### src/rtl/cache_types_pkg.sv
// Shared constants and FSM state type for the cacheline <-> memory-burst adapter.
package cache_types_pkg;

  localparam int unsigned s_offset  = 5;
  localparam int unsigned s_line    = 256;
  localparam int unsigned s_burst   = 64;
  localparam int unsigned num_beats = s_line / s_burst;
  localparam int unsigned beat_w    = (num_beats > 1) ? $clog2(num_beats) : 1;

  typedef enum logic [2:0] {
    IDLE,
    RD_BURST,
    RD_DONE,
    WR_BURST,
    WR_DONE
  } cla_state_t;

endpackage

### src/rtl/cla_line_buffer.sv
// Line-wide register with whole-line load, per-beat write (read assembly)
// and beat-indexed read mux (write disassembly).
module cla_line_buffer #(
  parameter int unsigned s_line  = 256,
  parameter int unsigned s_burst = 64
) (
  input  logic                        clk,
  input  logic                        rst,
  input  logic                        load,
  input  logic [s_line-1:0]           line_in,
  input  logic                        beat_we,
  input  logic [$clog2(s_line/s_burst > 1 ? s_line/s_burst : 2)-1:0] beat_idx,
  input  logic [s_burst-1:0]          beat_in,
  output logic [s_line-1:0]           line,
  output logic [s_burst-1:0]          beat_out
);

  always_ff @(posedge clk) begin
    if (rst) begin
      line <= '0;
    end else if (load) begin
      line <= line_in;
    end else if (beat_we) begin
      line[int'(beat_idx) * s_burst +: s_burst] <= beat_in;
    end
  end

  assign beat_out = line[int'(beat_idx) * s_burst +: s_burst];

endmodule

### src/rtl/new_cacheline_adapter.sv
// Cache-line to fixed-length memory burst adapter (read fill and writeback).
// Optional per-direction completed-line counters when CLA_PERF_CNT_EN is defined.
module new_cacheline_adapter
  import cache_types_pkg::*;
#(
  parameter int unsigned s_offset = cache_types_pkg::s_offset,
  parameter int unsigned s_line   = cache_types_pkg::s_line,
  parameter int unsigned s_burst  = cache_types_pkg::s_burst
) (
  input  logic               clk,
  input  logic               rst,
  input  logic [s_line-1:0]  line_i,
  output logic [s_line-1:0]  line_o,
  input  logic [31:0]        address_i,
  input  logic               read_i,
  input  logic               write_i,
  output logic               resp_o,
  input  logic [s_burst-1:0] burst_i,
  output logic [s_burst-1:0] burst_o,
  output logic [31:0]        address_o,
  output logic               read_o,
  output logic               write_o,
  input  logic               resp_i
`ifdef CLA_PERF_CNT_EN
  ,
  output logic [31:0]        rd_lines_o,
  output logic [31:0]        wr_lines_o
`endif
);

  localparam int unsigned nbeats = s_line / s_burst;
  localparam int unsigned bw     = (nbeats > 1) ? $clog2(nbeats) : 1;

  cla_state_t            state;
  logic [bw-1:0]         beat;
  logic                  last_beat;
  logic [31:0]           aligned_addr;
  logic                  wr_load;
  logic                  rd_we;
  logic [s_burst-1:0]    wr_beat;
  logic [s_burst-1:0]    rd_beat_unused;
  logic [s_line-1:0]     wr_line_unused;

  assign last_beat    = (beat == bw'(nbeats - 1));
  assign aligned_addr = {address_i[31:s_offset], {s_offset{1'b0}}};
  assign wr_load      = (state == IDLE) && write_i;
  assign rd_we        = (state == RD_BURST) && resp_i;

  // Separate read and write buffers so a writeback never disturbs the last fill on line_o.
  cla_line_buffer #(.s_line(s_line), .s_burst(s_burst)) rd_buf (
    .clk      (clk),
    .rst      (rst),
    .load     (1'b0),
    .line_in  ('0),
    .beat_we  (rd_we),
    .beat_idx (beat),
    .beat_in  (burst_i),
    .line     (line_o),
    .beat_out (rd_beat_unused)
  );

  cla_line_buffer #(.s_line(s_line), .s_burst(s_burst)) wr_buf (
    .clk      (clk),
    .rst      (rst),
    .load     (wr_load),
    .line_in  (line_i),
    .beat_we  (1'b0),
    .beat_idx (beat),
    .beat_in  ('0),
    .line     (wr_line_unused),
    .beat_out (wr_beat)
  );

  assign burst_o = (state == WR_BURST) ? wr_beat : '0;

  always_ff @(posedge clk) begin
    if (rst) begin
      state     <= IDLE;
      beat      <= '0;
      address_o <= '0;
      read_o    <= 1'b0;
      write_o   <= 1'b0;
      resp_o    <= 1'b0;
`ifdef CLA_PERF_CNT_EN
      rd_lines_o <= '0;
      wr_lines_o <= '0;
`endif
    end else begin
      resp_o <= 1'b0;
      case (state)
        IDLE: begin
          if (write_i) begin
            address_o <= aligned_addr;
            beat      <= '0;
            write_o   <= 1'b1;
            state     <= WR_BURST;
          end else if (read_i) begin
            address_o <= aligned_addr;
            beat      <= '0;
            read_o    <= 1'b1;
            state     <= RD_BURST;
          end
        end
        RD_BURST: begin
          if (resp_i) begin
            if (last_beat) begin
              beat   <= '0;
              read_o <= 1'b0;
              resp_o <= 1'b1;
              state  <= RD_DONE;
`ifdef CLA_PERF_CNT_EN
              rd_lines_o <= rd_lines_o + 32'd1;
`endif
            end else begin
              beat <= beat + bw'(1);
            end
          end
        end
        WR_BURST: begin
          if (resp_i) begin
            if (last_beat) begin
              beat    <= '0;
              write_o <= 1'b0;
              resp_o  <= 1'b1;
              state   <= WR_DONE;
`ifdef CLA_PERF_CNT_EN
              wr_lines_o <= wr_lines_o + 32'd1;
`endif
            end else begin
              beat <= beat + bw'(1);
            end
          end
        end
        RD_DONE: state <= IDLE;
        WR_DONE: state <= IDLE;
        default: state <= IDLE;
      endcase
    end
  end

endmodule
### config.mk
export PLATFORM = sky130hd
export DESIGN_NAME = new_cacheline_adapter
export DESIGN_NICKNAME = d
export VERILOG_FILES = /design/src/rtl/cache_types_pkg.sv /design/src/rtl/cla_line_buffer.sv /design/src/rtl/new_cacheline_adapter.sv
export SDC_FILE = /design/constraint.sdc
export NUM_CORES = 1
export LEC_CHECK = 0
export ABC_AREA = 1
export BUFFER_PORTS_ARGS = -buffer_cell sky130_fd_sc_hd__buf_2
export CAP_MARGIN = 10
export CORE_AREA = 5 5 277 279
export DETAILED_ROUTE_END_ITERATION = 6
export DIE_AREA = 0 0 282 284
export PLACE_DENSITY = 0.62
export SETUP_SLACK_MARGIN = 0.15
export SLEW_MARGIN = 20
export SYNTH_ARGS = -nofsm -noshare
export SYNTH_HDL_FRONTEND = slang
export SYNTH_SLANG_ARGS = --single-unit
### constraint.sdc
create_clock -name clk -period 3.6 [get_ports clk]
set_input_delay 0.36 -clock clk [delete_from_list [all_inputs] [get_ports clk]]
set_output_delay 0.36 -clock clk [all_outputs]
set_load 0.02 [all_outputs]
==> metrics.md, run 1 <==
| Metric | Value |
|---|---|
| Drt wl/cell | approximately 19 um |
| Hold slack | 0.0344 ns |
| Detail Placement HPWL | 59900 um |
| Yosys reg bits | 547 |
| Port bufs | 701 |
| Core ar. | 0.0739 mm2 |
| Largest family of logic cells by synthesized area | compound AO/OA/AOI/OAI gates |
| RSZ-0062 raised after global routing | no |
| Critical path, cell by cell | inv_4 -> buf_12 -> a21oi_1 -> o21ai_0 -> a21oi_1 -> buf_2 |
| Final min period | 3.01 ns |
| Crit path top cell by count | a21oi_1 |
| Initial antenna violation count | 17 |
| Height of the die | 284 um |
| Post-Place Worst Slack | 0.916 ns |
| Critical Path RT | around 3.2 ns |
| Startpoint types | flop |
| Starting DRC count in detailed routing | 1735 |
| # rows | 100 |
| Post-synthesis adder-cell area fraction | less than 1% |
| Post-synthesis sequential area ratio | between 40% and 50% |
| Routed wire length | 92800 um |
| First-pass GRT wire length | 138000 um |
| Inserted Clock Buffers | 60 |
| Mapped Cells | 2963 |
| Vias per Instance | 5.01 |
| Initial core utilization | 29.7% |
| Final Slew Violations | 0 |
| Max Cap Violations | 0 |
| Top-area cell type share of the netlist area | 49.9% |
| Crit. End Element | output pin |
| Synth Area in Compound Gates | 23.6% |
| Slack of the critical path | 0.585 ns |
| Xor/xnor share of the synthesized area | 0% |
| Final setup fails | 0 |
| Ys async rst share | 0% |
| R2r worst-path depth | 7 |
| Drt pass-1 iters | 5 |
| GRT Overall Usage | between 20% and 30% |
| Reg clk slew, reported paths | 0.06 ns |
| Crit path DAT | 2.65 ns |
| Final Wtd Congestion | ~0.9 |
| Post-synth EDFFs | 0 |
| Detailed-route DRC error count | 0 |
| P&R area growth vs syn | 40.9% |
| CP max stage delay | 0.54 ns |
| Hold path start | line_i[105] |
| Post-Synthesis Cell Area | 0.0220 mm2 |
| Total negative slack | 0 ns |
| Syn. warnings | 0 |
| Antenna-violating nets left | 0 |
| Largest cells by area after synthesis | dfxtp_1, a21oi_1, nand2_1 |
| Static power due to leakage | 12.7 nW |
| Crit-path slowest cell | dfxtp_4 |
| Hold Fails Final Rpt | 0 |
| Status | completed |
| Synth Area in Simple Gates | 17.6% |
| H-tree depth | 2 |
| Cell taking the most area after synthesis | dfxtp_1 |
| Post-synth top cells | a21oi_1, dfxtp_1, nand2_1 |
| R2r endpoint | rd_buf.line[155] |
| Hold path cells | 3 |
| Fraction of layout cells with a size suffix above 1 | between 20% and 30% |
| Worst slew margin | 19.6% |
| Top-count cell post-synth | a21oi_1 |
| Crit Path Max Fanout | just under 100 |
| # nets final | 4139 |
| Setup Skew | 0.0211 ns |
| Worst Max-Slew Pin Slew | 1.21 ns |
| Post CTS Setup Buffer Count | 0 |
| Chip width | 282 um |
| Vias | 24092 |
| Delay-heaviest family, CP | buffers and inverters |
| Share of cell area taken by muxes after synthesis | 0% |
| Grt ovf | 0 |
| Power Density | about 520 mW/mm2 |
| Clock sink count | 547 |
| CTS root buf | clkbuf_16 |
| Max Clk Rate | 0.332 GHz |
| Total I/O pin count | between 700 and 800 |
| CTS tree | done |
| Largest net degree at the start of global routing | 190 |
| Vias in the first global route | 23169 |
| Worst min path class | in2reg |
| Post-route clock period utilization | 83.7% |
| Worst skew pair latency | 0.63 ns |
| CTS Buffer Depth | 3 |
| Flop-to-flop setup slack | 0.92 ns |
| Die area | 0.0801 mm2 |
| Crit path kind | reg2out |
| Synth unique cells | 22 |
| Most used DFF post-synth | dfxtp_1 |
| Worst Hold End | wr_buf.line[105] |
| Critical path depth | 6 |
| Worst path bufs/invs | 3 |
| Syn Area/Cell | between 7 and 8 um2 |
| Power Total | 0.0160 W |
| Worst R2R Start | beat[0] |
| VDD IR max | 0.000381 V |
## stage by stage
| step | area [um2] | util [%] | cells |
|---|---|---|---|
| floorplan | 22000 | - | 2967 |
| global placement | 26000 | 35.2 | 4411 |
| detailed placement | 26000 | 35.2 | 4411 |
| CTS | 30900 | 41.8 | 4794 |
| global route | 30900 | 41.8 | 4804 |
| finish | 30900 | 41.8 | 4809 |
## worst max path at each step
stage,from,to,slack [ns]
after floorplan,beat[0],rd_buf.line[238],1.26
after detailed placement,beat[0],rd_buf.line[155],0.92
final,beat[0],burst_o[10],0.59
after global placement,beat[0],rd_buf.line[155],0.98
after global routing,beat[0],burst_o[36],0.44
after CTS,beat[0],burst_o[49],0.40
## kinds of logic after synthesis
| group | Yosys count |
|---|---|
| AOI/OAI and AO/OA | 1034 |
| and+or+nand+nor | 922 |
| DFF | 547 |
| buffers and inverters | 453 |
| adders and majority gates | 6 |
| other | 1 |
## cell type report
type | count | area (um2)
Fill cell | 7471 | 43000
Sequential cell | 547 | 11000
Multi-Input combinational cell | 1967 | 9180
Timing Repair Buffer | 1014 | 6700
Clock buffer | 91 | 1840
Tap cell | 969 | 1210
Inverter | 186 | 706
Clock inverter | 20 | 298
Antenna cell | 15 | 37.5
## report_power, final
| group | total (W) | leakage [nW] | internal (W) | switching (W) |
|---|---|---|---|---|
| logic | 0.00280 | 7.23 | 0.000943 | 0.00185 |
| clock network | 0.00662 | 1.06 | 0.00396 | 0.00265 |
| registers | 0.00661 | 4.46 | 0.00645 | 0.000167 |
## worst reg2reg max path: cells and delay by family (launching register included)
kind                     cells  cell delay, ns
flip-flops                   1            0.54
adder cells (fa/ha/maj)      1            0.47
AND/OR/NAND/NOR              3            0.58
AO/OA/AOI/OAI                1            0.17
buffers and inverters        2            0.85
## registers in the layout (all words and copies together), names as in the netlist
name and cells:
resp_o 1, read_o 1, address_o 27, wr_buf.line 256
write_o 1, rd_buf.line 256, beat 2, state 3
## cells in the final DEF (no fill, tap or decap), types with 11 or more instances in the layout
cell / n
buf_4: 30
inv_1: 177
a21oi_1: 709
dfxtp_1: 545
dlygate4sd3_1: 272
clkbuf_1: 11
clkbuf_8: 18
nand2_1: 511
diode_2: 15
nand3_1: 283
o21ai_0: 224
nor2_1: 111
buf_2: 699
o21ai_1: 101
buf_12: 12
clkbuf_16: 62
## timing repair
action | CTS | global route
hold buffers | 272 | 0
endpoints found under the hold margin | 294 | 0
resized for setup | 0 | 0
endpoints found under the setup margin | 0 | 0
## routing by layer
metal	global-route usage, %	vias to the layer above	wire length, um
met5	0	-	21
met3	5.94	201	8310
li1	-	11521	-
met2	36.1	1033	43300
met4	8.18	4	3850
met1	26.4	11333	37300
Note: power is estimated with default switching activity, not from simulation.
==> inputs of run 2 (changes only) <==
==> constraint.sdc (replaced) <==
create_clock -name clk -period 3.1 [get_ports clk]
set_input_delay 0.31 -clock clk [delete_from_list [all_inputs] [get_ports clk]]
set_output_delay 0.31 -clock clk [all_outputs]
set_load 0.02 [all_outputs]
==> metrics.md, run 2 (synthesized netlist as in run 1, its figures left out) <==
| Metric | Value |
|---|---|
| Crit-path slowest cell | a21oi_1 |
| Hold Fails Final Rpt | 0 (unchanged) |
| Sw frac | 29.5% (+0.36 points) |
| Detail Placement HPWL | 60400 um (+0.75%) |
| Comb pwr share | 18.0% (+0.6 points) |
| Critical path, cell by cell | buf_12 -> o21ai_0 -> a21oi_1 -> buf_2 |
| Total negative slack | 0 ns (unchanged) |
| Final Slew Violations | 0 (unchanged) |
| Power Density | 585 mW/mm2 (+13%) |
| R2r worst-path depth | 7 (unchanged) |
| Cell-internal power | 0.0131 W (+15%) |
| # rows | 100 (unchanged) |
| CTS root buf | clkbuf_16 |
| Detailed-route DRC error count | 0 (unchanged) |
| Startpoint types | flop |
| Critical Path RT | 2.79 ns (-0.45 ns) |
| Height of the die | 284 um (unchanged) |
| Commonest non-fill, non-tap cell in the layout | a21oi_1 |
| Drt pass-1 iters | 5 (unchanged) |
| Fraction of layout cells with a size suffix above 1 | 22.6% (+0.024 points) |
| Worst Max-Slew Pin Slew | 1.12 ns (-0.0896 ns) |
| Reg clk slew, reported paths | 0.06 ns (about the same) |
| Post-route clock period utilization | 88.0% |
| Total I/O pin count | 712 (unchanged) |
| Die area | 0.0801 mm2 (unchanged) |
| First-pass GRT wire length | 140000 um (+1.2%) |
| Hold path start | line_i[127] |
| Worst Hold End | wr_buf.line[127] |
| Crit Path Max Fanout | 110 (+11%) |
| Status | completed |
| Initial core utilization | 29.7% (unchanged) |
| Crit path kind | reg2out |
| Most frequent cells in the layout | a21oi_1, buf_2, dfxtp_1 |
| VDD IR max | 0.000472 V (+24%) |
| P&R area growth vs syn | 44.5% |
| Crit path DAT | 2.42 ns (-0.23 ns) |
| Max Clk Rate | 0.367 GHz |
| # nets final | 4218 (+1.9%) |
| Worst R2R Start | state[1] |
| Grt ovf | 0 (unchanged) |
| Inserted Clock Buffers | 61 (+1.7%) |
| Post CTS Setup Buffer Count | 0 (unchanged) |
| Clock power frac | 40.6% (-0.7 points) |
| Vias per Instance | 4.98 (-0.64%) |
| Hold path cells | 3 (unchanged) |
| Net Switching | 0.00547 W (+17%) |
| Seq pwr share | 41.4% (about the same) |
| Static power due to leakage | 13.1 nW (+2.8%) |
| Drt wl/cell | 19.1 um (-1.2%) |
| Clock sink count | 547 (unchanged) |
| Routed wire length | 93100 um (+0.37%) |
| Top flop regs | rd_buf.line x256, wr_buf.line x256, address_o x27 |
| Post-Place Worst Slack | 0.875 ns (-0.0404 ns) |
| Core ar. | 0.0739 mm2 (unchanged) |
| CP max stage delay | 0.48 ns (-0.06 ns) |
| RSZ-0062 raised after global routing | no |
| Initial antenna violation count | 13 (-4) |
| Worst slew margin | 25.5% (+6.0 points) |
| Worst skew pair latency | 0.63 ns (about the same) |
| Vias in the first global route | 23617 (+1.9%) |
| Vias | 24320 (+0.95%) |
| Largest net degree at the start of global routing | 210 (+11%) |
| Flop-to-flop setup slack | 0.74 ns (-0.18 ns) |
| Worst min path class | in2reg |
| Final Wtd Congestion | 0.870 (-4.0%) |
| Antenna-violating nets left | 0 (unchanged) |
| Max Cap Violations | 0 (unchanged) |
| CTS Buffer Depth | 3 (unchanged) |
| Slack of the critical path | 0.372 ns (-0.213 ns) |
| Crit. End Element | output pin |
| Final min period | 2.73 ns |
| Setup Skew | 0.0289 ns (+0.00780 ns) |
| Chip width | 282 um (unchanged) |
| Port bufs | 701 (unchanged) |
| Final setup fails | 0 (unchanged) |
| H-tree depth | 2 (unchanged) |
| Fill cells | 7339 (-1.8%) |
| Starting DRC count in detailed routing | 1900 (+9.5%) |
| GRT Overall Usage | 21.8% (+0.21 points) |
| R2r endpoint | wr_buf.line[67] |
| CTS tree | done |
run 2: cell types whose count changed in the layout (fill, tap and decap cells not counted), sizes merged:
cell,change
buf,+14
bufinv,-1
clkbuf,-7
clkinv,+10
clkinvlp,+2
diode,-3
dlygate4sd3,+64
inv,-2
run 2: per-layer routing:
layer / global-route usage, % / up-vias / share of wire, %
met3: 6.16 / 210 / 9.1
met5: 0 / - / 0.029
met1: 26.8 / 11382 / 40
met2: 36.3 / 1033 / 47
met4: 8.09 / 4 / 4.1
li1: - / 11691 / -
run 2: worst max-delay path by stage:
stage / slack [ns] / depth (start not counted) / from / endpoint
floorplan: 0.76 / 12 / beat[0] / rd_buf.line[238]
global placement: 0.90 / 7 / state[2] / burst_o[38]
detailed placement: 0.88 / 7 / state[2] / burst_o[10]
CTS: 0.17 / 7 / state[2] / burst_o[10]
global route: 0.22 / 4 / beat[0] / burst_o[35]
finish: 0.37 / 4 / beat[0] / burst_o[35]
run 2: power groups by stage:
stage,clock network (W),logic (W),registers [W]
floorplan,0,0.00178,0.00789
global placement,0,0.00295,0.00780
detailed placement,0,0.00297,0.00781
CTS,0.00770,0.00332,0.00766
global route,0.00797,0.00365,0.00771
finish,0.00753,0.00334,0.00767
run 2: per-stage QoR:
stage / power [W] / hold slack [ns] / instances / utilization (%) / area, um2
2_1_floorplan: 0.00967 / 0.429 / 2967 / - / 22000
3_3_place_gp: 0.0107 / 0.439 / 4425 / 35.5 / 26200
3_5_place_dp: 0.0108 / 0.442 / 4425 / 35.5 / 26200
4_1_cts: 0.0187 / 0.000278 / 4874 / 42.8 / 31700
5_1_grt: 0.0193 / 0.00651 / 4882 / 42.9 / 31700
6_report: 0.0185 / 0.0399 / 4886 / 42.9 / 31700
run 2: worst max-delay path, delay by kind of cell (launching register included):
family / cells / cell delay, ns
buf+inv: 2 / 0.63
flops: 1 / 0.40
compound gates: 2 / 0.68
run 2: timing repair:
item	CTS	global route
hold buffers	336	0
resized for setup	0	1
endpoints found under the setup margin	0	5
hold endpoints to repair	388	0
run 2: final cells by class:
class | count | area, um2 | area share (%)
clock inverter | 29 | 319 | 1.01
sequential | 547 | 11000 | 34.5
antenna | 12 | 30.0 | 0.0947
multi-input combinational | 1967 | 9190 | 29.0
clock buffer | 84 | 1770 | 5.59
tap | 969 | 1210 | 3.82
timing repair buffer | 1092 | 7530 | 23.8
inverter | 186 | 706 | 2.22
